$ cat config.mk
export PLATFORM = sky130hd
export DESIGN_NAME = instruction_fetch
export DESIGN_NICKNAME = d
export VERILOG_FILES = /design/src/rtl/instruction_fetch_pkg.sv /design/src/rtl/fetch_queue.sv /design/src/rtl/instruction_fetch.sv
export SDC_FILE = /design/constraint.sdc
export NUM_CORES = 1
export LEC_CHECK = 0
export CAP_MARGIN = 20
export CORE_ASPECT_RATIO = 0.8
export CORE_MARGIN = 2
export CORE_UTILIZATION = 40
export DETAILED_ROUTE_END_ITERATION = 8
export PLACE_DENSITY = 0.6
export SYNTH_ARGS = -nofsm -noshare
export SYNTH_HDL_FRONTEND = slang
export SYNTH_SLANG_ARGS = --single-unit
$ cat constraint.sdc
create_clock -name clk -period 5.8 [get_ports clk]
set_clock_uncertainty 0.15 [all_clocks]
set_input_delay 1.16 -clock clk [delete_from_list [all_inputs] [get_ports clk]]
set_output_delay 1.16 -clock clk [all_outputs]
set_load 0.005 [all_outputs]
$ cat src/rtl/instruction_fetch_pkg.sv
// ---------------------------------------------------------------------------
// instruction_fetch_pkg
// Shared definitions for the fetch stage and its prefetch queue:
//   - NOP encoding presented to decode when no instruction is available,
//     together with the condition/body constants decode uses for it
//   - fetch state machine encoding
//   - prefetch queue entry layout {pc, instr}
// ---------------------------------------------------------------------------
package instruction_fetch_pkg;

   // ARM condition field "always" and the architectural NOP body.
   localparam logic [3:0]  COND_AL   = 4'hE;
   localparam logic [27:0] NOP_BODY  = 28'h320_F000;
   localparam logic [31:0] NOP_INSTR = {COND_AL, NOP_BODY};  // 32'hE320F000

   typedef enum logic [1:0] {
      ST_FETCH   = 2'd0,  // request at fetch_pc outstanding
      ST_WAIT    = 2'd1,  // queue full, no request
      ST_DISCARD = 2'd2   // request at stale_pc outstanding, response dropped
   } fetch_state_e;

   typedef struct packed {
      logic [31:0] pc;
      logic [31:0] instr;
   } fetch_entry_t;

endpackage

$ cat src/rtl/fetch_queue.sv
// ---------------------------------------------------------------------------
// fetch_queue
// Synchronous FIFO of {pc, instr} entries between instruction memory and
// decode. The head is read combinationally from registered storage so a word
// pushed at edge N is visible in cycle N+1.
// Ports:
//   clk, rst    : clock, synchronous active-high reset
//   push        : write push_entry at the tail
//   push_entry  : entry to write
//   pop         : drop the head entry
//   flush       : empty the queue (overrides push and pop)
//   full, empty : occupancy flags
//   count       : current occupancy, 0..DEPTH
//   head        : entry at the head (meaningful only when !empty)
// ---------------------------------------------------------------------------
module fetch_queue
   import instruction_fetch_pkg::*;
#(
   parameter int DEPTH = 4
) (
   input  logic                     clk,
   input  logic                     rst,
   input  logic                     push,
   input  fetch_entry_t             push_entry,
   input  logic                     pop,
   input  logic                     flush,
   output logic                     full,
   output logic                     empty,
   output logic [$clog2(DEPTH):0]   count,
   output fetch_entry_t             head
);

   localparam int AW = $clog2(DEPTH);
   localparam int CW = AW + 1;

   fetch_entry_t  mem_reg [DEPTH];
   logic [AW-1:0] head_reg;
   logic [AW-1:0] tail_reg;
   logic [CW-1:0] count_reg;

   // Pointers are AW bits wide, so DEPTH being a power of two makes the
   // natural binary overflow the modulo-DEPTH wrap.
   always_ff @(posedge clk) begin
      if (rst || flush) begin
         head_reg  <= '0;
         tail_reg  <= '0;
         count_reg <= '0;
      end else begin
         if (push) begin
            tail_reg <= tail_reg + 1'b1;
         end
         if (pop) begin
            head_reg <= head_reg + 1'b1;
         end
         count_reg <= count_reg + CW'(push) - CW'(pop);
      end
   end

   // Storage carries no reset; only entries below count are ever observed.
   always_ff @(posedge clk) begin
      if (push && !flush) begin
         mem_reg[tail_reg] <= push_entry;
      end
   end

   assign head  = mem_reg[head_reg];
   assign count = count_reg;
   assign full  = (count_reg == CW'(DEPTH));
   assign empty = (count_reg == '0);

endmodule

$ cat src/rtl/instruction_fetch.sv
// ---------------------------------------------------------------------------
// instruction_fetch
// Fetch stage feeding decode. Holds the fetch PC, issues word requests to
// instruction memory under a req/ack handshake, buffers returned words in a
// prefetch queue and presents the head to decode. A branch redirect flushes
// the queue; a request already in flight at that moment is completed and its
// data dropped (DISCARD) so the memory handshake is never broken.
// Ports:
//   clk, rst       : clock, synchronous active-high reset
//   stall_i        : decode not accepting, head held
//   branch_i       : redirect request
//   branch_addr_i  : redirect target, bits [1:0] ignored
//   imem_req_o     : memory request
//   imem_addr_o    : word-aligned request address
//   imem_ack_i     : request complete, imem_data_i valid this cycle
//   imem_data_i    : fetched word
//   instr_o        : head instruction, NOP when empty
//   instr_valid_o  : head valid
//   pc_o           : address of instr_o, 0 when empty
// ---------------------------------------------------------------------------
module instruction_fetch
   import instruction_fetch_pkg::*;
#(
   parameter int          DEPTH    = 4,
   parameter logic [31:0] RESET_PC = 32'h0000_0000
) (
   input  logic        clk,
   input  logic        rst,
   input  logic        stall_i,
   input  logic        branch_i,
   input  logic [31:0] branch_addr_i,
   output logic        imem_req_o,
   output logic [31:0] imem_addr_o,
   input  logic        imem_ack_i,
   input  logic [31:0] imem_data_i,
   output logic [31:0] instr_o,
   output logic        instr_valid_o,
   output logic [31:0] pc_o
);

   localparam int CW = $clog2(DEPTH) + 1;

   fetch_state_e  state_reg;
   fetch_state_e  state_next;
   logic [31:0]   fetch_pc_reg;
   logic [31:0]   fetch_pc_next;
   logic [31:0]   stale_pc_reg;
   logic [31:0]   stale_pc_next;

   logic          q_full;
   logic          q_empty;
   logic [CW-1:0] q_count;
   fetch_entry_t  q_head;
   fetch_entry_t  push_entry;
   logic          push;
   logic          pop;
   logic          flush;
   logic [CW-1:0] count_n;
   logic [31:0]   target;
   logic          unused_addr_bits;

   assign target           = {branch_addr_i[31:2], 2'b00};
   assign unused_addr_bits = ^branch_addr_i[1:0];

   // Branch has priority: it suppresses both push and pop and flushes.
   assign flush = branch_i;
   assign pop   = !q_empty && !stall_i && !branch_i;
   // The FSM never sits in FETCH with a full queue; the !q_full term only
   // guards the storage should that ever be violated.
   assign push  = (state_reg == ST_FETCH) && imem_ack_i && !branch_i && !q_full;

   assign push_entry.pc    = fetch_pc_reg;
   assign push_entry.instr = imem_data_i;

   // Occupancy after this edge, used to decide FETCH -> WAIT.
   assign count_n = q_count + CW'(push) - CW'(pop);

   fetch_queue #(
      .DEPTH (DEPTH)
   ) u_queue (
      .clk        (clk),
      .rst        (rst),
      .push       (push),
      .push_entry (push_entry),
      .pop        (pop),
      .flush      (flush),
      .full       (q_full),
      .empty      (q_empty),
      .count      (q_count),
      .head       (q_head)
   );

   always_ff @(posedge clk) begin
      if (rst) begin
         state_reg    <= ST_FETCH;
         fetch_pc_reg <= RESET_PC;
         stale_pc_reg <= '0;
      end else begin
         state_reg    <= state_next;
         fetch_pc_reg <= fetch_pc_next;
         stale_pc_reg <= stale_pc_next;
      end
   end

   always_comb begin
      state_next    = state_reg;
      fetch_pc_next = fetch_pc_reg;
      stale_pc_next = stale_pc_reg;
      case (state_reg)
         ST_FETCH: begin
            if (branch_i) begin
               fetch_pc_next = target;
               // Without an ack the request at fetch_pc is still in flight:
               // keep presenting it until it completes, then drop the data.
               if (!imem_ack_i) begin
                  stale_pc_next = fetch_pc_reg;
                  state_next    = ST_DISCARD;
               end
            end else if (imem_ack_i) begin
               fetch_pc_next = fetch_pc_reg + 32'd4;
               if (count_n == CW'(DEPTH)) begin
                  state_next = ST_WAIT;
               end
            end
         end
         ST_WAIT: begin
            if (branch_i) begin
               fetch_pc_next = target;
               state_next    = ST_FETCH;
            end else if (pop) begin
               state_next = ST_FETCH;
            end
         end
         ST_DISCARD: begin
            if (branch_i) begin
               fetch_pc_next = target;
            end
            if (imem_ack_i) begin
               state_next = ST_FETCH;
            end
         end
         default: begin
            state_next = ST_FETCH;
         end
      endcase
   end

   // Request is dropped while rst is high so a reset abandons any request.
   assign imem_req_o  = !rst && ((state_reg == ST_FETCH) || (state_reg == ST_DISCARD));
   assign imem_addr_o = (state_reg == ST_DISCARD) ? stale_pc_reg : fetch_pc_reg;

   assign instr_valid_o = !q_empty;
   assign instr_o       = q_empty ? NOP_INSTR : q_head.instr;
   assign pc_o          = q_empty ? 32'h0000_0000 : q_head.pc;

endmodule

==> impl_metrics.json <==
{
  "fin_area_mm2": 0.0166,
  "finalNetCount": 1153,
  "final_cell_mix": "248 x edfxtp_1, 159 x clkdlybuf4s50_1, 97 x nand2_1, 69 x dfxtp_1, 62 x mux4_2",
  "synth_warnings": 0,
  "slowest_delay_ns": 0.81,
  "min-delay-path-class": "reg -> reg",
  "start_kind": "register",
  "largest_reg_flops": 248,
  "cts_tree": "yes",
  "cts_max_level": 2,
  "power_mw": 5.33,
  "final_common_cell": "edfxtp_1",
  "final.period_utilization": 0.758,
  "worst_pin_slew_ns": 1.02,
  "cp.arrival_ns": 3.09,
  "regArea_mm2": 0.00888,
  "crit_family": "buffers and inverters",
  "dpl.hpwl_um": 19700,
  "yosysTopAreaCellShare": 0.551,
  "die_y_um": 168,
  "finalHoldViolations": 0,
  "setup_viol": 0,
  "dpl-instance-area_mm2": 0.0155,
  "min_from": "stale_pc_reg[13]",
  "post-cts-setup-buffer-count": 0,
  "cts-hold-fix-buffers": 0,
  "cp_max_fo": 34,
  "async_reset_ff_frac": 0,
  "cts_buffers": 35,
  "synthesis.area_mm2": 0.0135,
  "drt_iter0_markers": 641,
  "outcome": "finished, final reports clean",
  "clock_sinks": 319,
  "cp-end-kind": "output port",
  "overflow": 0,
  "timing.fmax_mhz": 227,
  "grt_pass1_vias": 8255,
  "r2r_start": "state_reg[1]",
  "yosysUniqueCellTypes": 69,
  "cp_slowest_cell": "dfxtp_4",
  "maxSlewViolCount": 0,
  "vias": 8253,
  "required_ns": 4.49,
  "antenna_found_initial": 1,
  "global_route.usage.total": 0.182,
  "synth_ff_type": "edfxtp_1",
  "multi_input_area_mm2": 0.00423,
  "cts.path.max_buffers": 3,
  "fp.dieW_um": 210,
  "fin_tns_setup_ns": 0,
  "initial_utilization": 0.404,
  "ant_nets": 0,
  "fill_cells": 2868,
  "synth_edf_count": 248,
  "place_congestion": 0.790,
  "fin_crit_ns": 4.40,
  "max_cap_viol_count": 0,
  "holdPathEnd": "stale_pc_reg[13]",
  "root_buffer": "clkbuf_16",
  "path_buf_inv": 2,
  "cts_resized": 0,
  "ys_seq_elements": 319,
  "wirelength_um": 32100,
  "vdd_drop_max_mv": 0.154,
  "reg2reg_slack_ns": 2.50,
  "viasPerCell": 5.39,
  "syn2layout_area_growth_pct": 22.9,
  "rsz0062_at_grt": "false",
  "yosysSeqAreaShare": 0.656,
  "drive_gt1_frac": 0.182,
  "synth.avg_cell_area_um2": 14.7,
  "place.port_buffers": 160,
  "rows": 60,
  "cp_cell_sequence": "buf_4 > mux4_2 > and2_1 > clkdlybuf4s50_1",
  "clk_latency_ns": 0.52,
  "grt_pass1_wl_um": 49000,
  "num_io_pins": 167,
  "critPathKind": "reg -> out",
  "num_antenna_cells": 0,
  "synth_cells": 923,
  "reg2reg_depth": 9,
  "powerDensity_mw_per_mm2": 320,
  "die_area_mm2": 0.0353,
  "synthTopCellsByArea": "edfxtp_1 55%, dfxtp_1 11%, mux4_2 10%, and2_1 2.7%, nand2_1 2.7%",
  "p_leak_nw": 5.40,
  "clk_pin_slew_ns": 0.06,
  "drc_errors": 0,
  "timing.rr.end": "state_reg[1]",
  "dr.pass1.iters": 5,
  "grt_max_degree": 63,
  "synth_largest_area_cell": "edfxtp_1",
  "slew_headroom": 0.317,
  "core-area_mm2": 0.0335,
  "post_drt_wl_per_cell_um": 21.0,
  "worstHoldPathCells": 2
}
## per-stage QoR
step,cells,hold slack [ns],setup WS [ns],utilization
finish,1532,0.301,1.40,0.496
floorplan,926,0.283,1.70,-
CTS,1532,0.301,1.27,0.496
global placement,1470,0.288,1.73,0.463
detailed placement,1470,0.293,1.66,0.463
global route,1532,0.324,1.17,0.496
## worst min-delay path, cell delays in order (launching register included)
cell	delay, ns
dfxtp_1	0.30
nand2_1	0.05
a21oi_1	0.05
## metal layers
metal / vias to the layer above / GRT usage / wire (µm)
li1: 3808 / - / -
met1: 4124 / 0.272 / 15200
met2: 271 / 0.275 / 14400
met3: 50 / 0.0321 / 1860
met4: 0 / 0.0527 / 697
met5: - / 0 / 0
## synthesized netlist by cell type (all sizes together), types with 16 or more instances
cell type	number
clkbuf	43
inv	16
mux2	32
dfxtp	71
mux4	62
buf	26
nand2	99
nor2	35
o21ai	18
and2	60
edfxtp	248
a21oi	55
## layout make-up
type,count,area share
Timing Repair Buffer,180,0.107
Tap cell,434,0.0327
Multi-Input combinational cell,521,0.255
Inverter,16,0.00361
Clock buffer,43,0.0571
Clock inverter,19,0.0107
Sequential cell,319,0.534
## kinds of logic after synthesis
logic type	after synthesis	share of synthesized area
AO/OA/AOI/OAI	126	0.0587
XOR/XNOR	5	0.00324
adder cells (fa/ha/maj)	11	0.0107
buffers and inverters	86	0.0337
flip-flops	319	0.656
multiplexers	98	0.133
other	1	0.000277
AND/OR/NAND/NOR	277	0.105
## worst max-delay path by stage
stage | from | end | slack [ns] | cells past startpoint
after floorplan | branch_i | u_queue.mem_reg[0][0] | 1.70 | 4
after global placement | imem_ack_i | u_queue.mem_reg[1][0] | 1.73 | 5
after detailed placement | imem_ack_i | u_queue.mem_reg[1][0] | 1.66 | 5
after CTS | register | pc_o[28] | 1.27 | 4
after global routing | register | pc_o[28] | 1.17 | 4
final | register | pc_o[28] | 1.40 | 4
## power breakdown
group          leakage (nW)  total, mW  switching [mW]  internal, mW
clock network         0.541       2.17           0.872          1.30
registers              2.85       2.64          0.0876          2.55
logic                  2.00      0.519           0.254         0.265
Power figures use the tool's default switching activity.
